==> src/rtl/alu_sequencer.sv <==
// alu_sequencer: multi-cycle control unit for the 8-bit ALU and the register file.
// Accepts one 32-bit instruction at a time over a valid/ready handshake and decodes it.
// Holds ALUOP, the register addresses and the operand selects steady while the ALU settles,
// then issues a single-cycle register write.
//
// Ports:
//   CLK          clock, rising edge
//   RESET        asynchronous, active-high reset
//   INSTRUCTION  OP[31:24], DEST[23:16], SRC1[15:8], SRC2/IMM[7:0]
//   INSTR_VALID  INSTRUCTION is valid
//   INSTR_READY  sequencer can accept an instruction (IDLE and not in reset)
//   READREG1     register-file read address 1 (SRC1[2:0])
//   READREG2     register-file read address 2 (SRC2[2:0])
//   WRITEREG     register-file write address (DEST[2:0])
//   WRITEENABLE  register-file write strobe, one cycle per legal instruction
//   ALUOP        ALU select code
//   IMMEDIATE    IMM field
//   IMM_SEL      ALU DATA2 comes from IMMEDIATE
//   NEG_SEL      ALU DATA2 is the negated register operand
//   BUSY         sequencer is not idle
//   ILLEGAL      one-cycle pulse while an undefined opcode sits in DECODE
module alu_sequencer #(
  parameter int unsigned ADD_WAIT   = 2,
  parameter int unsigned LOGIC_WAIT = 1
) (
  input  logic        CLK,
  input  logic        RESET,
  input  logic [31:0] INSTRUCTION,
  input  logic        INSTR_VALID,
  output logic        INSTR_READY,
  output logic [2:0]  READREG1,
  output logic [2:0]  READREG2,
  output logic [2:0]  WRITEREG,
  output logic        WRITEENABLE,
  output logic [2:0]  ALUOP,
  output logic [7:0]  IMMEDIATE,
  output logic        IMM_SEL,
  output logic        NEG_SEL,
  output logic        BUSY,
  output logic        ILLEGAL
);

  typedef enum logic [1:0] {StIdle, StDecode, StExec, StWrite} state_e;

  localparam logic [3:0] AddLoad   = 4'(ADD_WAIT);
  localparam logic [3:0] LogicLoad = 4'(LOGIC_WAIT);

  state_e      state_q, state_d;
  logic [3:0]  cnt_q, cnt_d;

  logic [2:0]  readreg1_q, readreg2_q, writereg_q, aluop_q;
  logic [7:0]  imm_q;
  logic        imm_sel_q, neg_sel_q;
  logic        is_add_q, illegal_q;

  // Combinational decode of the incoming word; only used at the accept edge.
  logic        dec_legal, dec_add, dec_imm_sel, dec_neg_sel;
  logic [2:0]  dec_aluop;
  logic        accept;

  // Upper register-field bits are ignored by design.
  logic        unused_reg_bits;
  assign unused_reg_bits = ^{INSTRUCTION[23:19], INSTRUCTION[15:11]};

  assign accept = (state_q == StIdle) && INSTR_VALID;

  always_comb begin
    dec_legal   = 1'b1;
    dec_add     = 1'b0;
    dec_imm_sel = 1'b0;
    dec_neg_sel = 1'b0;
    dec_aluop   = 3'b000;
    unique case (INSTRUCTION[31:24])
      8'h00: dec_imm_sel = 1'b1;
      8'h01: dec_aluop   = 3'b000;
      8'h02: begin
        dec_aluop = 3'b001;
        dec_add   = 1'b1;
      end
      8'h03: begin
        dec_aluop   = 3'b001;
        dec_add     = 1'b1;
        dec_neg_sel = 1'b1;
      end
      8'h04: dec_aluop = 3'b010;
      8'h05: dec_aluop = 3'b011;
      default: dec_legal = 1'b0;
    endcase
  end

  // Controls are captured at the accept edge so they are already valid during DECODE.
  // An illegal opcode leaves the previous controls in place.
  always_ff @(posedge CLK or posedge RESET) begin
    if (RESET) begin
      readreg1_q <= 3'b000;
      readreg2_q <= 3'b000;
      writereg_q <= 3'b000;
      aluop_q    <= 3'b000;
      imm_q      <= 8'h00;
      imm_sel_q  <= 1'b0;
      neg_sel_q  <= 1'b0;
      is_add_q   <= 1'b0;
      illegal_q  <= 1'b0;
    end else if (accept) begin
      illegal_q <= ~dec_legal;
      is_add_q  <= dec_add;
      if (dec_legal) begin
        readreg1_q <= INSTRUCTION[10:8];
        readreg2_q <= INSTRUCTION[2:0];
        writereg_q <= INSTRUCTION[18:16];
        aluop_q    <= dec_aluop;
        imm_q      <= INSTRUCTION[7:0];
        imm_sel_q  <= dec_imm_sel;
        neg_sel_q  <= dec_neg_sel;
      end
    end
  end

  always_ff @(posedge CLK or posedge RESET) begin
    if (RESET) begin
      state_q <= StIdle;
      cnt_q   <= 4'd0;
    end else begin
      state_q <= state_d;
      cnt_q   <= cnt_d;
    end
  end

  always_comb begin
    state_d = state_q;
    cnt_d   = cnt_q;
    unique case (state_q)
      StIdle: begin
        if (INSTR_VALID) state_d = StDecode;
      end
      StDecode: begin
        if (illegal_q) begin
          state_d = StIdle;
        end else begin
          // EXEC runs from the load value down to zero inclusive, so the write
          // strobe lands W+2 edges after DECODE begins.
          cnt_d   = is_add_q ? AddLoad : LogicLoad;
          state_d = StExec;
        end
      end
      StExec: begin
        if (cnt_q == 4'd0) begin
          state_d = StWrite;
        end else begin
          cnt_d = cnt_q - 4'd1;
        end
      end
      StWrite: state_d = StIdle;
      default: state_d = StIdle;
    endcase
  end

  assign INSTR_READY = (state_q == StIdle) && !RESET;
  assign BUSY        = (state_q != StIdle);
  assign WRITEENABLE = (state_q == StWrite);
  assign ILLEGAL     = (state_q == StDecode) && illegal_q;

  assign READREG1  = readreg1_q;
  assign READREG2  = readreg2_q;
  assign WRITEREG  = writereg_q;
  assign ALUOP     = aluop_q;
  assign IMMEDIATE = imm_q;
  assign IMM_SEL   = imm_sel_q;
  assign NEG_SEL   = neg_sel_q;

endmodule

==> config.mk <==
export PLATFORM = sky130hd
export DESIGN_NAME = alu_sequencer
export DESIGN_NICKNAME = d
export VERILOG_FILES = /design/src/rtl/alu_sequencer.sv
export SDC_FILE = /design/constraint.sdc
export NUM_CORES = 1
export LEC_CHECK = 0
export ABC_AREA = 0
export CAP_MARGIN = 5
export CORE_AREA = 8 8 68 70
export DETAILED_ROUTE_END_ITERATION = 10
export DIE_AREA = 0 0 76 78
export PLACE_DENSITY = 0.76
export SLEW_MARGIN = 20
export SYNTH_ARGS = -nofsm -noshare
export SYNTH_HDL_FRONTEND = slang
export SYNTH_SLANG_ARGS = --single-unit
export TNS_END_PERCENT = 30
==> constraint.sdc <==
create_clock -name CLK -period 2.3 [get_ports CLK]
set_clock_uncertainty 0.2 [all_clocks]
set_input_delay 0.46 -clock CLK [delete_from_list [all_inputs] [get_ports CLK]]
set_output_delay 0.46 -clock CLK [all_outputs]
set_load 0.005 [all_outputs]
==> impl_metrics.tcl <==
set metrics [dict create \
    synth-edff-count 0 \
    ctsHoldBuffers 0 \
    multi_input_area_um2 463 \
    overflow 0 \
    wl_um 2790 \
    setup_ws_ns 0.0666 \
    drcViolationCount 0 \
    routedWlPerCell_um 14.2 \
    leakage_nw 0.827 \
    whs_ns 0.303 \
    drt-initial-drc-count 127 \
    clockBufferDepth 2 \
    finalHoldViolations 0 \
    numCtsBuffers 3 \
    yosys.area.top_type_share_pct 54.6 \
    synth_nets 130 \
    p_comb_share_pct 28.2 \
    period_share_pct 97.1 \
    vias 909 \
    power.switching_mw 0.303 \
    worstPathCellList "clkdlybuf4s50_1 -> or3b_1 -> nor4_4 -> buf_4 -> mux2_2" \
    fmax_mhz 448 \
    die_x_um 76 \
    io_pins 61 \
    pwr-share-seq_pct 46.7 \
    ys_ff_latch 26 \
    fp.coreArea_um2 3550 \
    avgSynthCellArea_um2 12.7 \
    postPlaceCellArea_um2 1740 \
    p_total_mw 1.23 \
    synthTopCellsByCount "dfrtp_1 (26), mux2_2 (15), inv_1 (6), mux2i_1 (6), nand2_1 (6)" \
    worstPathRequired_ns 2.31 \
    dp_hpwl_um 2230 \
    antenna_found_initial 0 \
    nFillCells 314 \
    arrival_ns 2.25 \
    slowest_stage "clkdlybuf4s50_1" \
    finalMaxSlewViolations 0 \
    viasPerCell 4.61 \
    die_h_um 78 \
    die_area_um2 5930 \
    vdd_ir_drop_max_uv 348 \
    cts_root_buf "clkbuf_4" \
    cts.clk_slew.worst_paths_ns 0.14 \
    start_util_pct 33.6 \
    ys.flop_type "dfrtp_1" \
    grt_max_degree 27 \
    h-tree-depth 1 \
    p_clk_share_pct 25.1 \
    synthesis.area_um2 1190 \
    swShare_pct 24.6 \
    place.gp.congestion 0.756 \
    fin_nets 186 \
    final_area_um2 1810 \
    antennaDiodeCount 0 \
    async_flop_share_pct 100 \
    crit_path_max_fanout 8 \
    synth_cell_type_count 30 \
    io_buffers 49 \
    crit_path_end_kind "register" \
    seqCellArea_um2 651 \
    yosys_warnings 0 \
    drive_gt1_share_pct 22.1 \
    cp_num_buf_inv 2 \
    fin_crit_ns 2.23 \
    grt.total_usage_pct 9.21 \
    clock_sinks 26 \
    worst-setup-path-type "input pin to register" \
    syn2layout_area_growth_pct 51.9 \
    status "completed" \
    first_pass_iters 4 \
    grt_setup_unrepaired "false" \
    p_per_area_nw_per_um2 681 \
    yosys-top-cells-area "dfrtp_1 (55%), mux2_2 (14%), mux2i_1 (5.0%)" \
    syn_inst 94 \
    cpLargestDelayFamily "simple AND/OR/NAND/NOR gates" \
    internal-power_mw 0.930 \
    pre_cts_ws_ns -0.266 \
    num_rows 22 \
    grt_pass1_wl_um 4620 \
    setup_viol 0 \
    synth.most_common_cell "dfrtp_1" \
    final_antenna_net_count 0 \
    grt_pass1_vias 1010 \
    max-cap-violations 0 \
    slowest_delay_ns 0.49 \
    min_path_type "input pin to asynchronous set/reset pin" \
    cts_tree "done" \
    cp-start-kind "input pin" \
    layout.core_utilization_pct 51.0 \
    synth_top_area_cell "dfrtp_1" \
    ys_seq_area_share_pct 54.6 \
    clock_latency_ns 0.32 \
]
[final cells by class]
cell class | count | share of cell area [%]
sequential | 26 | 35.9
inverter | 6 | 1.24
timing repair buffer | 58 | 31.1
tap | 48 | 3.31
multi-input combinational | 55 | 25.6
clock inverter | 1 | 1.66
clock buffer | 3 | 1.24
[cell families after synthesis]
kind of cell | share of synthesized area (%)
AO/OA/AOI/OAI | 4.51
adder cells (fa/ha/maj) | 1.05
buffers and inverters | 6.61
flip-flops | 54.6
multiplexers | 19.2
other | 0.314
AND/OR/NAND/NOR | 13.7
[layer usage]
metal	global-route usage, %	part of all wire (%)	vias up
met3	3.69	5.5	2
li1	-	-	435
met2	17.7	57	28
met1	9.32	38	444
met5	0	0	-
met4	1.18	0.14	0
[path summary, 6_finish.rpt]
check,slack (ns),start,cells past startpoint,to
worst max-delay path,0.07,INSTR_VALID,5,IMMEDIATE[7]
worst min register to register,0.31,ALUOP[1],1,ALUOP[1]
max in group asynchronous,1.34,RESET,3,IMMEDIATE[7]
worst min-delay path,0.30,RESET,3,is_add_q
worst max register to register,0.15,register,5,IMMEDIATE[7]
min in group CLK,0.31,ALUOP[1],1,ALUOP[1]
[worst min-delay path: cells and delay by family]
kind,cells,cell delay [ns]
buffers and inverters,3,0.79
[timing repair]
action                                  CTS  global route
gates cloned                              0             0
endpoints found under the setup margin    1             2
hold endpoints to repair                  0             0
gates resized for setup                   0             2
setup buffers                             2             0
[power groups by stage]
stage / Sequential [mW] / Clock (mW) / Combinational, mW
detailed placement: 0.587 / 0 / 0.347
global route: 0.586 / 0.346 / 0.379
global placement: 0.583 / 0 / 0.335
finish: 0.576 / 0.309 / 0.348
CTS: 0.576 / 0.325 / 0.356
floorplan: 0.584 / 0 / 0.149
[metrics by stage]
stage / setup TNS (ns) / instances
after global routing: 0 / 197
after floorplan: 0 / 94
final: 0 / 197
after detailed placement: -4.49 / 191
after global placement: -4.48 / 191
after CTS: 0 / 197
[flip-flops by register name, summed over array words and instances (netlist names), named ones only]
signal	count
ALUOP	2
IMMEDIATE	6
IMM_SEL	1
NEG_SEL	1
READREG1	3
READREG2	2
WRITEREG	3
cnt_q	4
illegal_q	1
is_add_q	1
state_q	1
[layout by cell type, fill, tap and decap left out, drive strengths merged, types with 2 or more instances in the layout]
master and n:
or3b 2, dlymetal6s2s 2, clkdlybuf4s50 47, dfrtp 26, mux2i 6, buf 9, nor2 2, nor4 2
mux2 15, nand2 6, or4 2, o21ai 3, and2 2, nor3b 3, clkbuf 3, inv 6
No activity file was read; power rests on OpenSTA's default activity.
